## config.mk

```make
export PLATFORM = sky130hd
export DESIGN_NAME = multicycle_control
export DESIGN_NICKNAME = d
export VERILOG_FILES = /design/src/rtl/multicycle_control.sv
export SDC_FILE = /design/constraint.sdc
export NUM_CORES = 1
export LEC_CHECK = 0
export ABC_AREA = 1
export BUFFER_PORTS_ARGS = -buffer_cell sky130_fd_sc_hd__buf_2
export CAP_MARGIN = 20
export CELL_PAD_IN_SITES_DETAIL_PLACEMENT = 0
export CELL_PAD_IN_SITES_GLOBAL_PLACEMENT = 1
export CORE_MARGIN = 2
export CORE_UTILIZATION = 37
export DETAILED_ROUTE_END_ITERATION = 6
export GPL_TIMING_DRIVEN = 0
export PLACE_DENSITY_LB_ADDON = 0.15
export SYNTH_ARGS = -nofsm -noshare
export SYNTH_HDL_FRONTEND = slang
export SYNTH_SLANG_ARGS = --single-unit
```

## constraint.sdc

```tcl
create_clock -name clk -period 5 [get_ports clk]
set_input_delay 0.5 -clock clk [delete_from_list [all_inputs] [get_ports clk]]
set_output_delay 0.5 -clock clk [all_outputs]
set_load 0.005 [all_outputs]
```

## src/rtl/multicycle_control.sv

```systemverilog
// multicycle_control: sequenced FETCH/DECODE/EXEC/MEM/WB controller for the
// RISC-KGP datapath. It waits on a memory handshake, honours a stall (hold)
// input, and traps on illegal opcodes or on memory requests that go unacked
// for too long.
// Optional build macro: MC_CTRL_PERF_EN adds cycle_cnt/instr_cnt counters.
module multicycle_control #(
   parameter int OPC_W        = 5,
   parameter int MEM_WAIT_MAX = 15,
   parameter int CNT_W        = 32
) (
   input  logic             clk,
   input  logic             rst,
   input  logic [OPC_W-1:0] opcode,
   input  logic             hold,
   input  logic             mem_ack,
   output logic [2:0]       state,
   output logic             ir_write,
   output logic             pc_write,
   output logic             pc_write_cond,
   output logic             i_or_d,
   output logic             mem_req,
   output logic             mem_read,
   output logic             mem_write,
   output logic             mem_reg,
   output logic             write_data,
   output logic             reg_write,
   output logic [1:0]       reg_dest,
   output logic [1:0]       alu_src,
   output logic [1:0]       alu_op,
   output logic [1:0]       branch,
   output logic             instr_done,
   output logic             trap,
   output logic [1:0]       trap_cause
`ifdef MC_CTRL_PERF_EN
   ,
   output logic [CNT_W-1:0] cycle_cnt,
   output logic [CNT_W-1:0] instr_cnt
`endif
);

   typedef enum logic [2:0] {
      S_FETCH  = 3'd0,
      S_DECODE = 3'd1,
      S_EXEC   = 3'd2,
      S_MEM    = 3'd3,
      S_WB     = 3'd4,
      S_TRAP   = 3'd7
   } stateT;

   // Wide enough to hold MEM_WAIT_MAX itself.
   localparam int WAIT_W = (MEM_WAIT_MAX < 1) ? 1 : $clog2(MEM_WAIT_MAX + 1);
   // Count value seen on the last tolerated unacked cycle; the next
   // increment would reach MEM_WAIT_MAX, so that cycle raises the trap.
   localparam logic [WAIT_W-1:0] WAIT_LAST = WAIT_W'(MEM_WAIT_MAX - 1);
   localparam logic [OPC_W-1:0]  OPC_MAX   = OPC_W'(9);

   stateT             curState, nextState;
   logic [OPC_W-1:0]  opQ;
   logic [WAIT_W-1:0] waitCnt;
   logic [1:0]        causeNext;
   logic              memPhase;

   assign state    = curState;
   // States in which a memory request is outstanding.
   assign memPhase = (curState == S_FETCH) || (curState == S_MEM);

   // State, latched opcode and trap flags.
   always_ff @(posedge clk) begin
      if (rst) begin
         curState   <= S_FETCH;
         opQ        <= '0;
         trap       <= 1'b0;
         trap_cause <= 2'b00;
      end else if (!hold) begin
         curState <= nextState;
         if (curState == S_DECODE) opQ <= opcode;
         if (nextState == S_TRAP && curState != S_TRAP) begin
            trap       <= 1'b1;
            trap_cause <= causeNext;
         end
      end
   end

   // Memory wait counter: counts unacked request cycles, frozen by hold,
   // cleared on ack or whenever the state moves on.
   always_ff @(posedge clk) begin
      if (rst)                                     waitCnt <= '0;
      else if (hold)                               waitCnt <= waitCnt;
      else if (mem_ack || nextState != curState)   waitCnt <= '0;
      else if (memPhase)                           waitCnt <= waitCnt + 1'b1;
   end

   // Next state and Moore strobes; everything is silent in rst and hold cycles.
   always_comb begin
      nextState     = curState;
      causeNext     = 2'b00;
      ir_write      = 1'b0;
      pc_write      = 1'b0;
      pc_write_cond = 1'b0;
      i_or_d        = 1'b0;
      mem_req       = 1'b0;
      mem_read      = 1'b0;
      mem_write     = 1'b0;
      mem_reg       = 1'b0;
      write_data    = 1'b0;
      reg_write     = 1'b0;
      reg_dest      = 2'b00;
      alu_src       = 2'b00;
      alu_op        = 2'b00;
      branch        = 2'b00;
      instr_done    = 1'b0;
      if (!rst && !hold) begin
         case (curState)
            S_FETCH: begin
               mem_req  = 1'b1;
               mem_read = 1'b1;
               if (mem_ack) begin
                  ir_write  = 1'b1;
                  pc_write  = 1'b1;
                  nextState = S_DECODE;
               end else if (waitCnt == WAIT_LAST) begin
                  nextState = S_TRAP;
                  causeNext = 2'b10;
               end
            end
            S_DECODE: begin
               if (opcode > OPC_MAX) begin
                  nextState = S_TRAP;
                  causeNext = 2'b01;
               end else begin
                  nextState = S_EXEC;
               end
            end
            S_EXEC: begin
               case (int'(opQ))
                  0:       begin alu_src = 2'b00; alu_op = 2'b01; nextState = S_WB; end
                  1:       begin alu_src = 2'b11; alu_op = 2'b01; nextState = S_WB; end
                  2, 3:    begin alu_src = 2'b01; alu_op = 2'b00; nextState = S_MEM; end
                  4:       begin alu_src = 2'b01; alu_op = 2'b00; nextState = S_WB; end
                  5:       begin alu_src = 2'b01; alu_op = 2'b10; nextState = S_WB; end
                  6, 8:    begin
                     branch = 2'b11; pc_write_cond = 1'b1;
                     instr_done = 1'b1; nextState = S_FETCH;
                  end
                  7:       begin
                     branch = 2'b01; pc_write_cond = 1'b1;
                     instr_done = 1'b1; nextState = S_FETCH;
                  end
                  9:       begin branch = 2'b11; pc_write_cond = 1'b1; nextState = S_WB; end
                  default: nextState = S_TRAP;
               endcase
            end
            S_MEM: begin
               mem_req   = 1'b1;
               i_or_d    = 1'b1;
               mem_read  = (opQ == OPC_W'(2));
               mem_write = (opQ == OPC_W'(3));
               if (mem_ack) begin
                  if (opQ == OPC_W'(2)) begin
                     nextState = S_WB;
                  end else begin
                     instr_done = 1'b1;
                     nextState  = S_FETCH;
                  end
               end else if (waitCnt == WAIT_LAST) begin
                  nextState = S_TRAP;
                  causeNext = 2'b10;
               end
            end
            S_WB: begin
               reg_write  = 1'b1;
               instr_done = 1'b1;
               nextState  = S_FETCH;
               if (opQ == OPC_W'(2)) begin
                  mem_reg  = 1'b1;
                  reg_dest = 2'b01;
               end else if (opQ == OPC_W'(9)) begin
                  write_data = 1'b1;
                  reg_dest   = 2'b10;
               end
            end
            S_TRAP:  nextState = S_TRAP;
            default: nextState = S_TRAP;
         endcase
      end
   end

`ifdef MC_CTRL_PERF_EN
   // Performance counters: live cycles outside TRAP and retired instructions.
   always_ff @(posedge clk) begin
      if (rst) begin
         cycle_cnt <= '0;
         instr_cnt <= '0;
      end else begin
         if (curState != S_TRAP) cycle_cnt <= cycle_cnt + 1'b1;
         if (instr_done)         instr_cnt <= instr_cnt + 1'b1;
      end
   end
`endif

endmodule

```

==> results.yml <==
clocking:
  clk_pin_slew_worst_paths_ns: 0.08
  post_cts_buffers: 0
  cts_tree: "built"
  cts.sinks: 15
  hold_buffers: 0
  worstSkewPairLatency_ns: 0.28
  htree_num_levels: 1
  cts_root_buffer: "clkbuf_4"
  cts_inserted_buffers: 3
  post_cts_resized: 0
  clock_tree.buffer_depth: 2
critical_path:
  crit_path_start_kind: "flip-flop"
  cp_data_required_time_ns: 4.50
  critPathMaxFanout: 8
  path_common_cell: "nor2_1"
  path_class: "reg2out"
  cp-end-kind: "output pin"
  cpPeakStageDelay_ns: 0.42
  regToRegSetupSlack_ns: 2.96
  cp_cell_sequence: "nor2_2, inv_1, nor2_1, inv_1, nor2_1, nand2_1, nor2_1, buf_4, buf_2"
  cp_slowest_cell: "dfxtp_1"
  arrival_ns: 1.82
run:
  drv_cap: 0
cells_and_area:
  drive_gt1_frac: 0.262
  fillers: 348
  stdcell_count: 273
  area_growth_pct: 20.3
  layout_common_cells: "nand2_1 (33), buf_2 (33), nand3_1 (32)"
  final_nets: 241
  final_area_um2: 1430
  antenna_cells: 0
sta:
  fin_crit_ns: 2.32
  tns_ns: 0
  grt_setup_unrepaired: "no"
  maxSlewHeadroom: 0.744
  hold_violations: 0
  fmax_mhz: 432
  final.setup_skew_ns: 0.00692
  setup_viol: 0
  tightest_slew_ns: 0.384
  fin_crit_sh: 0.463
  drv_slew: 0
floorplan:
  die_area_um2: 3690
  row_count: 20
  core_um2: 3050
  ios: 34
  die_w_um: 60.7
  die_h_um: 60.7
  start_util: 0.390
route:
  first_pass_iters: 4
  drc_errors: 0
  drt_iter0_markers: 37
  viasPerCell: 4.77
  postRouteAntennaNets: 0
  num_vias: 1302
  routedWlPerCell_um: 10.5
  routed_wl_mm: 2.88
logic_synthesis:
  yosysWarnings: 0
  synth_mux_area_frac: 0
  synth_top_family_by_area: "simple AND/OR/NAND/NOR gates"
  synth_top_area_frac: 0.252
  synth_top_cell_by_area: "dfxtp_1"
  syn_avg_cell_area_um2: 6.17
  netlist_area_um2: 1190
  yosysUniqueCellTypes: 27
  synth_seq_cells: 15
  ys_seq_area_frac: 0.252
  syn_inst: 193
  synthTopCellsByArea: "dfxtp_1 (25%), nand3_1 (13%), nand2_1 (10%), inv_1 (7.9%), nor2_1 (7.9%)"
  synthAdderAreaFrac: 0.0210
  syn_nets: 204
  synth-compound-area-share: 0.123
  yosys.area_share.xor_xnor: 0.0147
  yosys.area_share.simple: 0.465
outcome:
  status: "complete, no violations"
placement:
  place_congestion: 0.854
  place_area_um2: 1410
  dp.final_hpwl_mm: 2.37
  port_buffers: 32
  dp_cells: 269
global_route:
  track_usage: 0.170
  antenna_found_initial: 0
  grt_pass1_wl_mm: 4.82
  grt_pass1_vias: 1149
  overflow: 0
  grt_max_degree: 11
power_and_ir_drop:
  power.leakage_nw: 0.764
  ir_drop_mv: 0.141
  p_per_area_nw_per_um2: 200
min_path:
  hold_class: "reg2reg"
-- through the flow --
step,worst slack (ns),hold WS [ns],util,total power [W]
3_3_place_gp,2.70,0.437,0.461,0.000220
6_report,2.68,0.453,0.469,0.000287
3_5_place_dp,2.69,0.443,0.461,0.000222
4_1_cts,2.67,0.454,0.469,0.000290
5_1_grt,2.51,0.490,0.469,0.000306
2_1_floorplan,2.96,0.447,-,0.000200
-- final cells by class --
cell class	instances	area, um^2	area share
timing repair buffer	32	160	0.112
inverter	31	116	0.0812
tap	44	55.1	0.0384
clock buffer	4	26.3	0.0183
sequential	15	300	0.210
buffer	5	31.3	0.0218
multi-input combinational	142	743	0.519
-- worst max-delay path, delay by kind of cell, from the launching register on --
| kind | cells | cell delay [ns] |
|---|---|---|
| AND/OR/NAND/NOR | 5 | 0.79 |
| buffers and inverters | 4 | 0.33 |
| flip-flops | 1 | 0.42 |
-- flip-flops by register name, indices dropped and copies added (netlist names) --
| signal | cells |
|---|---|
| trap_cause | 2 |
| state | 3 |
| trap | 1 |
| opQ | 5 |
| waitCnt | 4 |
-- synth_stat cells (all sizes together) --
library cell and count:
a21oi 15, o21ai 12, inv 31, nand3 35, clkbuf 1, dfxtp 15
buf 4, nand4 1, nor3 6, a21boi 1, xor2 2, nand2 38
nor2 29, and2 1, ha 2
-- per-layer routing --
layer / global-route usage / share of wire / up-vias
li1: - / - / 693
met1: 0.226 / 0.49 / 576
met3: 0.0128 / 0.035 / 4
met5: 0 / 0 / -
met2: 0.286 / 0.46 / 29
met4: 0.0652 / 0.012 / 0
-- final timing paths --
check / cells after the start / to / from
worst max-delay path: 9 / reg_dest[1] / state[0]
worst min-delay path: 2 / trap / trap
worst max register to register: 16 / waitCnt[1] / waitCnt[0]
worst min register to register: 2 / trap / trap
-- cells by family (layout without fill, tap and decap cells) --
| logic type | Yosys count | after routing |
|---|---|---|
| buf+inv | 36 | 72 |
| compound gates | 28 | 28 |
| flops | 15 | 15 |
| xor+xnor | 2 | 2 |
| simple gates | 110 | 110 |
| fa+ha+maj | 2 | 2 |
-- report_power, final --
group / leakage (nW) / total (W) / switching (W) / internal (W)
clock: 0.0150 / 0.0000681 / 0.0000371 / 0.0000310
sequential: 0.123 / 0.000136 / 0.00000969 / 0.000126
combinational: 0.626 / 0.0000830 / 0.0000534 / 0.0000296
Note: power is estimated with default switching activity, not from simulation.
